[src/rtl/pipelined_cla_addsub.sv]
// Pipelined carry-lookahead adder/subtractor: one 4-bit lookahead group per stage,
// group carry registered between stages, valid/ready flow control with a global stall.
module pipelined_cla_addsub #(
  parameter int WIDTH = 16
) (
  input  logic             clk,
  input  logic             reset,
  input  logic             in_valid,
  output logic             in_ready,
  input  logic [WIDTH-1:0] A,
  input  logic [WIDTH-1:0] B,
  input  logic             SUB,
  input  logic             CIN,
  output logic             out_valid,
  input  logic             out_ready,
  output logic [WIDTH-1:0] SUM,
  output logic             COUT,
  output logic             OVF
);

  localparam int GROUPS = WIDTH / 4;

  generate
    if (WIDTH < 4 || (WIDTH % 4) != 0) begin : g_bad_width
      $error("pipelined_cla_addsub: WIDTH must be a multiple of 4 and at least 4");
    end
  endgenerate

  // 4-bit lookahead group: returns {group carry-out, sum[3:0]}
  function automatic logic [4:0] cla_group(input logic [3:0] a, input logic [3:0] b,
                                           input logic ci);
    logic [3:0] g;
    logic [3:0] p;
    logic [3:0] c;
    logic       gg;
    logic       pg;
    g    = a & b;
    p    = a ^ b;
    c[0] = ci;
    c[1] = g[0] | (p[0] & ci);
    c[2] = g[1] | (p[1] & g[0]) | (p[1] & p[0] & ci);
    c[3] = g[2] | (p[2] & g[1]) | (p[2] & p[1] & g[0]) | (p[2] & p[1] & p[0] & ci);
    gg   = g[3] | (p[3] & g[2]) | (p[3] & p[2] & g[1]) | (p[3] & p[2] & p[1] & g[0]);
    pg   = &p;
    return {gg | (pg & ci), p ^ c};
  endfunction

  logic [WIDTH-1:0] b_eff;
  logic             c0;
  logic             stall;

  logic [WIDTH-1:0] a_src [GROUPS];
  logic [WIDTH-1:0] b_src [GROUPS];
  logic [WIDTH-1:0] s_src [GROUPS];
  logic             c_src [GROUPS];
  logic [4:0]       grp   [GROUPS];
  logic [WIDTH-1:0] s_nxt [GROUPS];

  logic [WIDTH-1:0] a_q   [GROUPS];
  logic [WIDTH-1:0] b_q   [GROUPS];
  logic [WIDTH-1:0] s_q   [GROUPS];
  logic             c_q   [GROUPS];
  logic [GROUPS-1:0] v_q;

  assign b_eff    = SUB ? ~B : B;
  assign c0       = SUB ? ~CIN : CIN;
  assign stall    = v_q[GROUPS-1] & ~out_ready;
  assign in_ready = ~stall;

  always_comb begin
    a_src[0] = A;
    b_src[0] = b_eff;
    s_src[0] = '0;
    c_src[0] = c0;
    for (int k = 1; k < GROUPS; k++) begin
      a_src[k] = a_q[k-1];
      b_src[k] = b_q[k-1];
      s_src[k] = s_q[k-1];
      c_src[k] = c_q[k-1];
    end
    for (int k = 0; k < GROUPS; k++) begin
      grp[k]             = cla_group(a_src[k][4*k +: 4], b_src[k][4*k +: 4], c_src[k]);
      s_nxt[k]           = s_src[k];
      s_nxt[k][4*k +: 4] = grp[k][3:0];
    end
  end

  // Operands travel with the partial sum so the last stage still has the sign bits.
  always_ff @(posedge clk) begin
    if (reset) begin
      v_q <= '0;
      for (int k = 0; k < GROUPS; k++) begin
        a_q[k] <= '0;
        b_q[k] <= '0;
        s_q[k] <= '0;
        c_q[k] <= 1'b0;
      end
    end else if (!stall) begin
      v_q[0] <= in_valid;
      for (int k = 1; k < GROUPS; k++) begin
        v_q[k] <= v_q[k-1];
      end
      for (int k = 0; k < GROUPS; k++) begin
        a_q[k] <= a_src[k];
        b_q[k] <= b_src[k];
        s_q[k] <= s_nxt[k];
        c_q[k] <= grp[k][4];
      end
    end
  end

  assign out_valid = v_q[GROUPS-1];
  assign SUM       = s_q[GROUPS-1];
  assign COUT      = c_q[GROUPS-1];
  // carry into the MSB is a^b^s at that bit; overflow when it differs from carry-out
  assign OVF       = a_q[GROUPS-1][WIDTH-1] ^ b_q[GROUPS-1][WIDTH-1]
                   ^ s_q[GROUPS-1][WIDTH-1] ^ c_q[GROUPS-1];

endmodule

[config.mk]
export PLATFORM = sky130hd
export DESIGN_NAME = pipelined_cla_addsub
export DESIGN_NICKNAME = d
export VERILOG_FILES = /design/src/rtl/pipelined_cla_addsub.sv
export SDC_FILE = /design/constraint.sdc
export NUM_CORES = 1
export LEC_CHECK = 0
export CAP_MARGIN = 40
export CELL_PAD_IN_SITES_DETAIL_PLACEMENT = 0
export CELL_PAD_IN_SITES_GLOBAL_PLACEMENT = 2
export CORE_MARGIN = 10
export CORE_UTILIZATION = 35
export CTS_CLUSTER_DIAMETER = 60
export DETAILED_ROUTE_END_ITERATION = 6
export GPL_TIMING_DRIVEN = 0
export PLACE_DENSITY = 0.83
export SYNTH_ARGS = -nofsm -noshare
export SYNTH_HDL_FRONTEND = slang
export SYNTH_SLANG_ARGS = --single-unit
[constraint.sdc]
create_clock -name clk -period 4.6 [get_ports clk]
set_input_delay 1.15 -clock clk [delete_from_list [all_inputs] [get_ports clk]]
set_output_delay 1.15 -clock clk [all_outputs]
set_load 0.01 [all_outputs]
-- After elaboration in Yosys (flattened, before gate mapping)
Memories as Yosys holds them, arrays and structs flattened.
Index checks and enable logic that the tools add are counted.
- mux-type cells: 23
- bitwise gates (word level): 136
- reduce and logical (&&, ||, !) cells: 4
- operator list (kind ; number):
    two-way mux 16 bit ; 13
    bitwise AND 1 bit ; 61
    bitwise OR 1 bit ; 56
    bitwise XOR 4 bit ; 8
    bitwise AND 4 bit ; 4
    inverter 16 bit ; 1
    AND reduction 4 bit ; 4
    two-way mux 1 bit ; 10
    inverter 1 bit ; 3
    bitwise XOR 1 bit ; 3
- register bits: 4
- memory bits (writable): 196
- input port bits: 38
- output and inout port bits: 20
- word-level logic and storage cells: 168
- memories: 4
- memory list (memory ; depth ; bits a word ; rd ports ; clocked after memory_dff ; write ports ; line ; source):
    a_q ; 4 ; 16 ; 4 ; 0 ; 4 ; 59 ; logic [WIDTH-1:0] a_q [GROUPS];
    b_q ; 4 ; 16 ; 4 ; 0 ; 4 ; 60 ; logic [WIDTH-1:0] b_q [GROUPS];
    s_q ; 4 ; 16 ; 4 ; 0 ; 4 ; 61 ; logic [WIDTH-1:0] s_q [GROUPS];
    c_q ; 4 ; 1 ; 4 ; 0 ; 4 ; 62 ; logic c_q [GROUPS];

-- Depth between registers and ports, before layout
- depth in word-level cells: 9
- gate-level depth with buffers: 8
- mapped depth without buffers: 6

-- Worst setup path after synthesis
Ideal clock, no wire load.
- path type: input to register
- start: in out_ready
- end: mem a_q[0][10] (enable)
- arrival: 3.473 ns
- data required time: 4.131 ns
- slack: 0.658 ns
- cell stages on the path: 3
- path through: nor2b_1 -> buf_6 -> nand2b_1
- RTL lines (element ; line ; source):
    start, declared ; 15 ; input logic out_ready,
    end, declared ; 59 ;

-- Worst setup path after layout
- start: in out_ready
- end: out in_ready
- word-level cells in the longest chain between the ends: 3
- ends and longest elaborated chain (element ; line ; source):
    inverter 1 bit ; 67 ; assign stall = v_q[GROUPS-1] & ~out_ready;
    bitwise AND 1 bit ; 67 ;
    inverter 1 bit ; 68 ; assign in_ready = ~stall;
    end, declared ; 9 ; output logic in_ready,
No other way between the ends.

==> impl_metrics.py <==
metrics = {
    "yosys": {
        "synth-seq-cells": 98,
        "synth-main-ff-cell": "edfxtp_1",
        "yosys_warnings": 0,
        "async_reset_ff_frac": 0,
        "synth_edf_count": 94,
        "synth_cell_types": 30,
        "syn-num-nets": 360,
        "avgSynthCellArea_um2": 14.4,
        "postSynthCellCount": 302,
        "ys_seq_area_frac": 0.669,
        "synth_area_um2": 4340,
    },
    "route": {
        "drt-pass1-iter-count": 4,
        "via_per_inst": 4.20,
        "drc_errors": 0,
        "wl_met2_um": 3140,
        "wl_per_cell_um": 12.4,
        "routed_wl_um": 6720,
        "drt-initial-drc-count": 188,
        "via_count": 2274,
        "drtAntennaViolNets": 0,
        "met3_length_um": 340,
        "top_layer": "met4",
        "m1WireLength_um": 3110,
    },
    "cts": {
        "cts_sinks": 98,
        "cts_tree": "yes",
        "cts-root-buf": "clkbuf_16",
        "post-cts-setup-buffers": 0,
        "cts_buffers": 9,
        "cts-hold-fix-buffers": 0,
        "clockBufferDepth": 2,
        "clk_latency_ns": 0.34,
        "cts_resized": 0,
        "clk_pin_slew_ns": 0.06,
        "htreeDepth": 3,
    },
    "sta": {
        "setup_viol": 0,
        "finClkSkew_ns": 0.00516,
        "fin_ws_ns": 1.07,
        "hold_violations": 0,
        "period_minus_slack_ns": 3.53,
        "min_period_over_period": 0.768,
        "rsz0062_at_grt": "false",
        "tns_ns": 0,
        "tightest_slew_ns": 0.588,
        "slew_headroom": 0.608,
        "fmax_ghz": 0.283,
        "drv_slew": 0,
    },
    "power_and_ir_drop": {
        "peakVddDrop_v": 0.000157,
        "p_per_area_nw_per_um2": 372,
        "p_leak_nw": 2.17,
    },
    "flow_run": {
        "max_cap_viol_count": 0,
    },
    "setup_path": {
        "cp_max_fo": 8,
        "criticalPathCategory": "in -> out",
        "cp-end-kind": "output pin",
        "crit_arrival_ns": 2.38,
        "critPathRequiredTime_ns": 3.45,
        "timing.rr.start": "b_q[0][4]",
        "startpoint_type": "primary input",
        "setup.worst_path.start": "out_ready",
    },
    "floorplanning": {
        "die_h_um": 131,
        "initial_utilization": 0.360,
        "fp.dieW_um": 131,
        "dieArea_um2": 17300,
        "coreArea_um2": 12100,
        "row_count": 40,
        "ios": 58,
    },
    "layout": {
        "layout_commonest_cell": "edfxtp_1",
        "drive_gt1_frac": 0.0802,
        "final_cell_mix": "94 x edfxtp_1, 64 x and2_1, 56 x clkdlybuf4s50_1, 33 x nor2_1, 19 x xnor2_1",
        "antennaDiodeCount": 0,
        "area_delta_synth_final_pct": 25.6,
        "nets": 428,
        "final_cell_count_no_fill": 542,
    },
    "placed_design": {
        "dp_slack_ns": 1.07,
        "portBuffers": 56,
        "post-dp-hpwl_um": 4950,
        "dp.cells": 527,
        "gp_congestion": 0.745,
    },
    "grt": {
        "grt_pass1_wl_um": 11400,
        "grt_max_degree": 53,
        "antenna_found_initial": 0,
        "grt-ovfl-total": 0,
        "grtUsageTotal": 0.0820,
        "grt_pass1_vias": 2344,
    },
    "hold_path": {
        "hp-start": "v_q[2]",
        "hold_path.class": "reg -> reg",
    },
    "status": {
        "status": "completed",
    },
}
==> worst max-delay path, stage by stage <==
cell	delay (ns)
clkdlybuf4s50_1	0.40
nor2b_1	0.14
buf_6	0.17
inv_1	0.05
clkdlybuf4s50_1	0.48
==> cell families after synthesis <==
kind of cell    after synthesis  share of synthesized area
compound gates               23                     0.0352
mux                           3                    0.00692
buf+inv                      22                     0.0251
xor+xnor                     27                     0.0562
flops                        98                      0.669
fa+ha+maj                    20                     0.0646
simple gates                109                      0.144
==> registers in the layout, indices dropped and copies added, names as in the netlist <==
register / flops
s_q: 40
v_q: 4
a_q: 25
c_q: 4
b_q: 25
==> final cells by class <==
type                            count  area (µm²)
Inverter                           10        37.5
Sequential cell                    98        2900
Tap cell                          168         210
Clock buffer                        9         225
Fill cell                        1116        6610
Multi-Input combinational cell    182        1340
Clock inverter                      6        81.3
Timing Repair Buffer               57         588
Buffer                             12        71.3
==> synth_stat cells, types with 4 or more instances <==
library cell	number	area, µm²
xnor2_1	19	166
ha_1	16	200
xor2_1	7	61.3
nor3_2	4	40.0
inv_1	10	37.5
fa_1	4	80.1
dfxtp_1	4	80.1
a211oi_1	6	45.0
a21oi_1	5	25.0
clkbuf_1	6	22.5
o21ai_0	4	20.0
nor2_1	33	124
edfxtp_1	94	2820
and2_1	64	400
==> through the flow <==
step	utilization	hold WS [ns]	instance area, µm²	power, mW
after detailed placement	0.427	0.470	5150	1.28
after global placement	0.424	0.453	5110	1.27
after global routing	0.452	0.492	5450	2.12
final	0.452	0.478	5450	2.03
after floorplan	-	0.440	4340	1.19
after CTS	0.452	0.484	5450	2.05
==> metal layers <==
layer	track usage	up-vias
met1	0.0970	1028
li1	-	1188
met5	0	-
met2	0.127	51
met3	0.0282	7
met4	0.0482	0
==> report_power, final <==
group          total [mW]  switching [mW]  internal [mW]
clock               0.773           0.302          0.470
sequential           1.06          0.0163           1.04
combinational       0.196          0.0880          0.108
total                2.03           0.407           1.62
==> final timing paths <==
kind | end | depth (start not counted) | slack, ns
worst max-delay path | in_ready | 5 | 1.07
worst min-delay path | v_q[3] | 2 | 0.48
worst max register to register | s_q[1][7] | 5 | 2.82
worst min register to register | v_q[3] | 2 | 0.48
Note: power is estimated with default switching activity, not from simulation.
